<file path="config.mk">
export PLATFORM = sky130hd
export DESIGN_NAME = regfile_mp_flat
export DESIGN_NICKNAME = d
export VERILOG_FILES = /design/src/rtl/regfile_mp_if.sv /design/src/rtl/regfile_mp.sv /design/src/flat_wrapper.sv
export SDC_FILE = /design/constraint.sdc
export NUM_CORES = 2
export LEC_CHECK = 0
export BUFFER_PORTS_ARGS = -buffer_cell sky130_fd_sc_hd__buf_2
export CORE_ASPECT_RATIO = 0.9
export CORE_MARGIN = 2
export CORE_UTILIZATION = 57
export DETAILED_ROUTE_END_ITERATION = 10
export GPL_ROUTABILITY_DRIVEN = 0
export MAX_ROUTING_LAYER = met4
export PLACE_DENSITY = 0.85
export SYNTH_ARGS = -nofsm -noshare
export SYNTH_HDL_FRONTEND = slang
export SYNTH_SLANG_ARGS = --single-unit
</file>
<file path="constraint.sdc">
create_clock -name clk -period 5.3 [get_ports clk]
set_input_delay 1.06 -clock clk [delete_from_list [all_inputs] [get_ports clk]]
set_output_delay 1.06 -clock clk [all_outputs]
set_load 0.1 [all_outputs]
</file>
<file path="src/rtl/regfile_mp_if.sv">
// Bus bundle for the multi-port register file: read ports, write ports, scoreboard set and state.
// The master drives indices, write data and issue requests; the slave returns data and busy state.
interface regfile_mp_if #(
  parameter int unsigned ADDR_WIDTH = 5,
  parameter int unsigned DATA_WIDTH = 64,
  parameter int unsigned NR_RD      = 2,
  parameter int unsigned NR_WR      = 1
);
  localparam int unsigned RCNT = 2 ** ADDR_WIDTH;

  logic [NR_RD*ADDR_WIDTH-1:0] rd_addr;
  logic [NR_RD*DATA_WIDTH-1:0] rd_data;
  logic [NR_RD-1:0]            rd_busy;
  logic [NR_WR-1:0]            wr_en;
  logic [NR_WR*ADDR_WIDTH-1:0] wr_addr;
  logic [NR_WR*DATA_WIDTH-1:0] wr_data;
  logic                        sb_set_en;
  logic [ADDR_WIDTH-1:0]       sb_set_addr;
  logic [RCNT-1:0]             busy_vec;

  modport master (
    output rd_addr, wr_en, wr_addr, wr_data, sb_set_en, sb_set_addr,
    input  rd_data, rd_busy, busy_vec
  );

  modport slave (
    input  rd_addr, wr_en, wr_addr, wr_data, sb_set_en, sb_set_addr,
    output rd_data, rd_busy, busy_vec
  );
endinterface

</file>
<file path="src/rtl/regfile_mp.sv">
// Multi-port GPR file with per-register busy scoreboard; register 0 is hardwired to zero.
// Define REGFILE_BYPASS_EN to forward same-cycle write data (and busy release) to the read ports.
module regfile_mp #(
  parameter int unsigned ADDR_WIDTH = 5,
  parameter int unsigned DATA_WIDTH = 64,
  parameter int unsigned NR_RD      = 2,
  parameter int unsigned NR_WR      = 1
) (
  input  logic         clk,
  input  logic         rst,
  regfile_mp_if.slave  bus
);
  localparam int unsigned RCNT = 2 ** ADDR_WIDTH;

  logic [DATA_WIDTH-1:0] r_regs [RCNT];
  logic [RCNT-1:0]       r_busy;

  logic [ADDR_WIDTH-1:0] w_wa [NR_WR];
  logic [DATA_WIDTH-1:0] w_wd [NR_WR];
  logic [RCNT-1:0]       w_set;
  logic [RCNT-1:0]       w_clr;
  logic [RCNT-1:0]       w_busy_nxt;

  for (genvar gj = 0; gj < NR_WR; gj++) begin : g_wr
    assign w_wa[gj] = bus.wr_addr[gj*ADDR_WIDTH +: ADDR_WIDTH];
    assign w_wd[gj] = bus.wr_data[gj*DATA_WIDTH +: DATA_WIDTH];
  end

  // Issue set takes priority over writeback clear on the same edge.
  always_comb begin
    w_set = '0;
    w_clr = '0;
    if (bus.sb_set_en && (bus.sb_set_addr != '0)) w_set[bus.sb_set_addr] = 1'b1;
    for (int j = 0; j < NR_WR; j++) begin
      if (bus.wr_en[j]) w_clr[w_wa[j]] = 1'b1;
    end
    w_busy_nxt    = (r_busy & ~w_clr) | w_set;
    w_busy_nxt[0] = 1'b0;
  end

  // Later ports overwrite earlier ones, so the highest-index writer wins.
  always_ff @(posedge clk) begin
    if (rst) begin
      for (int r = 0; r < RCNT; r++) r_regs[r] <= '0;
      r_busy <= '0;
    end else begin
      for (int j = 0; j < NR_WR; j++) begin
        if (bus.wr_en[j] && (w_wa[j] != '0)) r_regs[w_wa[j]] <= w_wd[j];
      end
      r_busy <= w_busy_nxt;
    end
  end

  for (genvar gi = 0; gi < NR_RD; gi++) begin : g_rd
    logic [ADDR_WIDTH-1:0] w_addr;
    logic [DATA_WIDTH-1:0] w_data;
    logic                  w_bsy;

    assign w_addr = bus.rd_addr[gi*ADDR_WIDTH +: ADDR_WIDTH];

    always_comb begin
      w_data = r_regs[w_addr];
      w_bsy  = r_busy[w_addr];
`ifdef REGFILE_BYPASS_EN
      for (int j = 0; j < NR_WR; j++) begin
        if (bus.wr_en[j] && (w_wa[j] == w_addr)) begin
          w_data = w_wd[j];
          w_bsy  = bus.sb_set_en && (bus.sb_set_addr == w_addr);
        end
      end
`endif
      if (w_addr == '0) begin
        w_data = '0;
        w_bsy  = 1'b0;
      end
    end

    assign bus.rd_data[gi*DATA_WIDTH +: DATA_WIDTH] = w_data;
    assign bus.rd_busy[gi]                          = w_bsy;
  end

  assign bus.busy_vec = {r_busy[RCNT-1:1], 1'b0};

endmodule
</file>
<file path="src/flat_wrapper.sv">
// flat-port wrapper written by rule: the top's interface ports become plain ports
module regfile_mp_flat 
#(
  parameter int unsigned ADDR_WIDTH = 5,
  parameter int unsigned DATA_WIDTH = 64,
  parameter int unsigned NR_RD      = 2,
  parameter int unsigned NR_WR      = 1
)
  (clk, rst, bus_rd_addr, bus_wr_en, bus_wr_addr, bus_wr_data, bus_sb_set_en, bus_sb_set_addr, bus_rd_data, bus_rd_busy, bus_busy_vec);
  regfile_mp_if #(.ADDR_WIDTH(ADDR_WIDTH), .DATA_WIDTH(DATA_WIDTH), .NR_RD(NR_RD), .NR_WR(NR_WR)) bus_i ();
  input  logic clk;
  input  logic rst;
  input wire logic [$bits(bus_i.rd_addr)-1:0] bus_rd_addr;
  input wire logic [$bits(bus_i.wr_en)-1:0] bus_wr_en;
  input wire logic [$bits(bus_i.wr_addr)-1:0] bus_wr_addr;
  input wire logic [$bits(bus_i.wr_data)-1:0] bus_wr_data;
  input wire logic [$bits(bus_i.sb_set_en)-1:0] bus_sb_set_en;
  input wire logic [$bits(bus_i.sb_set_addr)-1:0] bus_sb_set_addr;
  output wire logic [$bits(bus_i.rd_data)-1:0] bus_rd_data;
  output wire logic [$bits(bus_i.rd_busy)-1:0] bus_rd_busy;
  output wire logic [$bits(bus_i.busy_vec)-1:0] bus_busy_vec;
  assign bus_i.rd_addr = bus_rd_addr;
  assign bus_i.wr_en = bus_wr_en;
  assign bus_i.wr_addr = bus_wr_addr;
  assign bus_i.wr_data = bus_wr_data;
  assign bus_i.sb_set_en = bus_sb_set_en;
  assign bus_i.sb_set_addr = bus_sb_set_addr;
  assign bus_rd_data = bus_i.rd_data;
  assign bus_rd_busy = bus_i.rd_busy;
  assign bus_busy_vec = bus_i.busy_vec;
  regfile_mp #(.ADDR_WIDTH(ADDR_WIDTH), .DATA_WIDTH(DATA_WIDTH), .NR_RD(NR_RD), .NR_WR(NR_WR)) u_core (.clk(clk), .rst(rst), .bus(bus_i));
endmodule
</file>
Yosys cells after proc, flatten, opt, wreduce, memory -nomap -nowiden
Memory sizes are Yosys's and may differ from the RTL's. Cells that the tools add are included.

Register bits after elaboration: 32. RAM bits: 2048. Bits of input ports: 88. Logic and storage cells: 43. Memories: 1.

Magnitude comparators: 6. Mux-type cells: 22. Bitwise gates (word level): 3. Reduce and logical (&&, ||, !) cells: 9.

Memory list: u_core.r_regs (words 32, width 64, rd ports 2, clocked after memory_dff 0, wr ports 32, RTL line regfile_mp.sv:15) `logic [DATA_WIDTH-1:0] r_regs [RCNT];`.

Operators with widths (number): 64-bit two-way mux (3); 32-bit two-way mux (2); 64-bit OR reduction (1); 32-bit AND (1); 32-bit inverter (1); 32-bit bitwise OR (1); 5-bit by 6-bit less-than comparator with 1-bit output, second input constant (4); 1-bit two-way mux (12); 1-bit binary-select mux with 5-bit select (2); 1-bit demux with 5-bit select (2); 5-bit by 1-bit >= comparator with 1-bit output, second input constant (2); 5-bit logical NOT (2); 5-bit nonzero test (2); 5-bit two-way mux (1); 1-bit logical AND (4).

Depth between registers and ports, before layout
Depth in word-level cells: 8. Mapped depth: 10.

Worst setup path after synthesis
Ideal clock, no wire load.

Path type: input-to-output. From: in bus_rd_addr[0]. To: out bus_rd_data[41]. Arrival: 6.870 ns. Required time: 4.240 ns. Path slack: -2.630 ns. Stages: 8. Path through: buf_4 -> buf_6 -> buf_6 -> buf_6 -> nand3b_1 -> o221ai_1 -> a221oi_1 -> a2111oi_0.

Word-level cells in the longest chain between the ends: 2. Elaborated cells between the ends (all ways): 3. Those cells by class: 1 x mux; 1 x reduce/logical; 1 x memory.

Ends and longest elaborated chain: start, declared (RTL line flat_wrapper.sv:13) `input wire logic [$bits(bus_i.rd_addr)-1:0] bus_rd_addr;`; memory 32 x 64 bit / 5-bit logical NOT (equally long branches); 64-bit two-way mux (*) (RTL line regfile_mp.sv:72) `if (w_addr == '0) begin`; end, declared (RTL line flat_wrapper.sv:19) `output wire logic [$bits(bus_i.rd_data)-1:0] bus_rd_data;`.

Every way passes the cells marked *; elsewhere a longest branch is shown, timed or not.

Final worst setup path
From: in bus_rd_addr[2]. To: out bus_rd_data[29].

Same word-level chain as after synthesis.

==> flow_metrics.tcl <==
set metrics [dict create \
    cts.sinks 2079 \
    cts_buffers 206 \
    dpl_cell_area_um2 117000 \
    synth_top_area_frac 0.560 \
    cp.required_ps 4240 \
    cts_root_buffer "clkbuf_16" \
    grt_max_degree 78 \
    drc 1 \
    hp-class "reg2reg" \
    syn-mean-instance-area_um2 15.9 \
    placed_cells 9309 \
    yosysMostFrequentCell "edfxtp_1" \
    synth_cell_types 50 \
    utilization 0.647 \
    peakVddDrop_uv 332 \
    fin_skew_ps 0 \
    fmax_mhz 180 \
    first_pass_iters 10 \
    r2r-start "u_core.r_busy[2]" \
    combPwrFrac 0.164 \
    grt.overflow.total 0 \
    report.final.hold_viol_count 0 \
    slew_viol_final 0 \
    fin_crit_sh 1.05 \
    dp_hpwl_mm 211 \
    ff2ff_setup_slack_ps 4460 \
    grt_use_total 0.393 \
    n_fill_cell 12200 \
    syn_inst 6899 \
    synth_area_leaders "edfxtp_1, mux4_2, and2_1" \
    cts_tree "built" \
    relSlewSlack 0.111 \
    grt_setup_unrepaired "no" \
    crit_path_end_kind "output pin" \
    syn_to_final_growth_pct 12.6 \
    grt_pass1_wl_mm 525 \
    p_int_uw 29600 \
    synthTopCellsByCount "edfxtp_1, and2_1, mux4_2, clkbuf_1, mux2i_1" \
    violations "design-rule violations, negative setup slack" \
    r2r_end "u_core.r_busy[2]" \
    r2r_cells 2 \
    drv_cap 0 \
    ant_nets 0 \
    synth-seq-cells 2079 \
    yosysWarnings 0 \
    ys.flop_type "edfxtp_1" \
    tns_ps -241 \
    ys_seq_area_frac 0.566 \
    final_area_um2 124000 \
    synthArstFlopShare 0 \
    cts-resized-gates 0 \
    regArea_um2 62100 \
    crit_fanout 19 \
    io_pins 250 \
    startpoint_type "input port" \
    p_per_area_nw_per_um2 329 \
    status "finished with violations" \
    tightest_slew_ps 1330 \
    antenna_found_initial 61 \
    syn_area_um2 110000 \
    p_sw_frac 0.273 \
    portBuffers 248 \
    min_period_ps 5540 \
    die_w_um 467 \
    die_h_um 420 \
    die_area_um2 196000 \
    path_class "in2out" \
    ctsLongestPathBuffers 3 \
    fin_nets 7064 \
    initial_utilization 0.575 \
    wl_per_cell_um 38.4 \
    via_per_inst 7.58 \
    postRouteWirelength_mm 375 \
    multi_input_area_um2 45000 \
    setup_viol 1 \
    post_cts_buffers 0 \
    vias 74100 \
    htreeDepth 4 \
    fin_ws_ps -241 \
    cp-startpoint "bus_rd_addr[2]" \
    clockPowerShare 0.357 \
    critPathCapture "bus_rd_data[29]" \
    ctsHoldBuffers 0 \
    drive_gt1_frac 0.298 \
    synth_edf_count 2048 \
    cts.clk_slew.worst_paths_ps 50 \
    switchingPower_uw 11100 \
    p_seq_frac 0.479 \
    p_leak_uw 0.0427 \
    worstPathArrival_ps 4480 \
    stdcell_count 9774 \
    clkLatencyLatePin_ps 840 \
    core_um2 191000 \
    rows 152 \
    yosysTopAreaCell "edfxtp_1" \
    drt_iter0_drc 15600 \
    grt_pass1_vias 73700 \
]
## worst max-delay path, stage by stage
cell and delay (ps):
buf_2 640, buf_4 390, nand3b_1 450, o221ai_1 400, a221oi_1 110, nor4_2 940
buf_4 260, buf_12 170
## worst min path at each step
stage / startpoint / to / slack (ps) / depth (start not counted)
finish: u_core.r_busy[12] / u_core.r_busy[12] / 520 / 2
global route: u_core.r_busy[8] / u_core.r_busy[8] / 530 / 2
CTS: u_core.r_busy[30] / u_core.r_busy[30] / 510 / 2
detailed placement: u_core.r_busy[30] / u_core.r_busy[30] / 500 / 2
global placement: u_core.r_busy[4] / u_core.r_busy[4] / 500 / 2
floorplan: u_core.r_busy[3] / u_core.r_busy[3] / 950 / 2
## final cells by class
class / count / share of cell area
Inverter: 6 / 0.000364
Tap cell: 2541 / 0.0257
Sequential cell: 2079 / 0.502
Clock inverter: 123 / 0.00928
Clock buffer: 262 / 0.0438
Multi-Input combinational cell: 4119 / 0.364
Timing Repair Buffer: 564 / 0.0531
Antenna cell: 80 / 0.00162
## logic make-up (layout without fill, tap and decap cells)
family                 after synthesis  count (layout)  share of synthesized area
other                                1             145                  0.0000342
buffers and inverters              765             955                     0.0308
AO/OA/AOI/OAI                      374             374                     0.0228
AND/OR/NAND/NOR                   2312            2312                      0.127
multiplexers                      1368            1368                      0.254
flip-flops                        2079            2079                      0.566
## routing by layer
layer | part of all wire | up-vias | track usage
li1 | - | 26900 | -
met1 | 0.29 | 36100 | 0.461
met2 | 0.44 | 8880 | 0.564
met3 | 0.18 | 2285 | 0.141
met4 | 0.088 | 0 | 0.283
met5 | 0 | - | -
## flip-flops by register name, summed over array words and instances, names as in the netlist
name           count
u_core.r_busy     31
u_core.r_regs   2048
## through the flow
step / hold slack, ps / setup slack (ps) / power (µW)
4_1_cts: 509 / 144 / 40300
3_5_place_dp: 502 / 176 / 26200
5_1_grt: 535 / 99.4 / 41200
2_1_floorplan: 954 / -797 / 23700
6_report: 522 / -241 / 40600
3_3_place_gp: 497 / 276 / 26000
## power groups by stage
| stage | Sequential [µW] | Combinational, µW | Clock [µW] |
|---|---|---|---|
| floorplan | 19600 | 4130 | 0 |
| global placement | 19600 | 6370 | 0 |
| detailed placement | 19700 | 6450 | 0 |
| CTS | 19400 | 6490 | 14400 |
| global route | 19500 | 6720 | 15000 |
| finish | 19500 | 6670 | 14500 |
## layout by cell type (no fill, tap or decap), drive strengths merged, types with 52 or more instances in the layout
cell type,count
buf,564
a221oi,69
conb,65
nor2,111
clkbuf,262
mux2,81
a21oi,100
mux4,1124
a21o,52
clkinv,97
edfxtp,2048
diode,80
and2,1992
o22ai,72
mux2i,163
nand2,116
(Power assumes the default switching activity.)
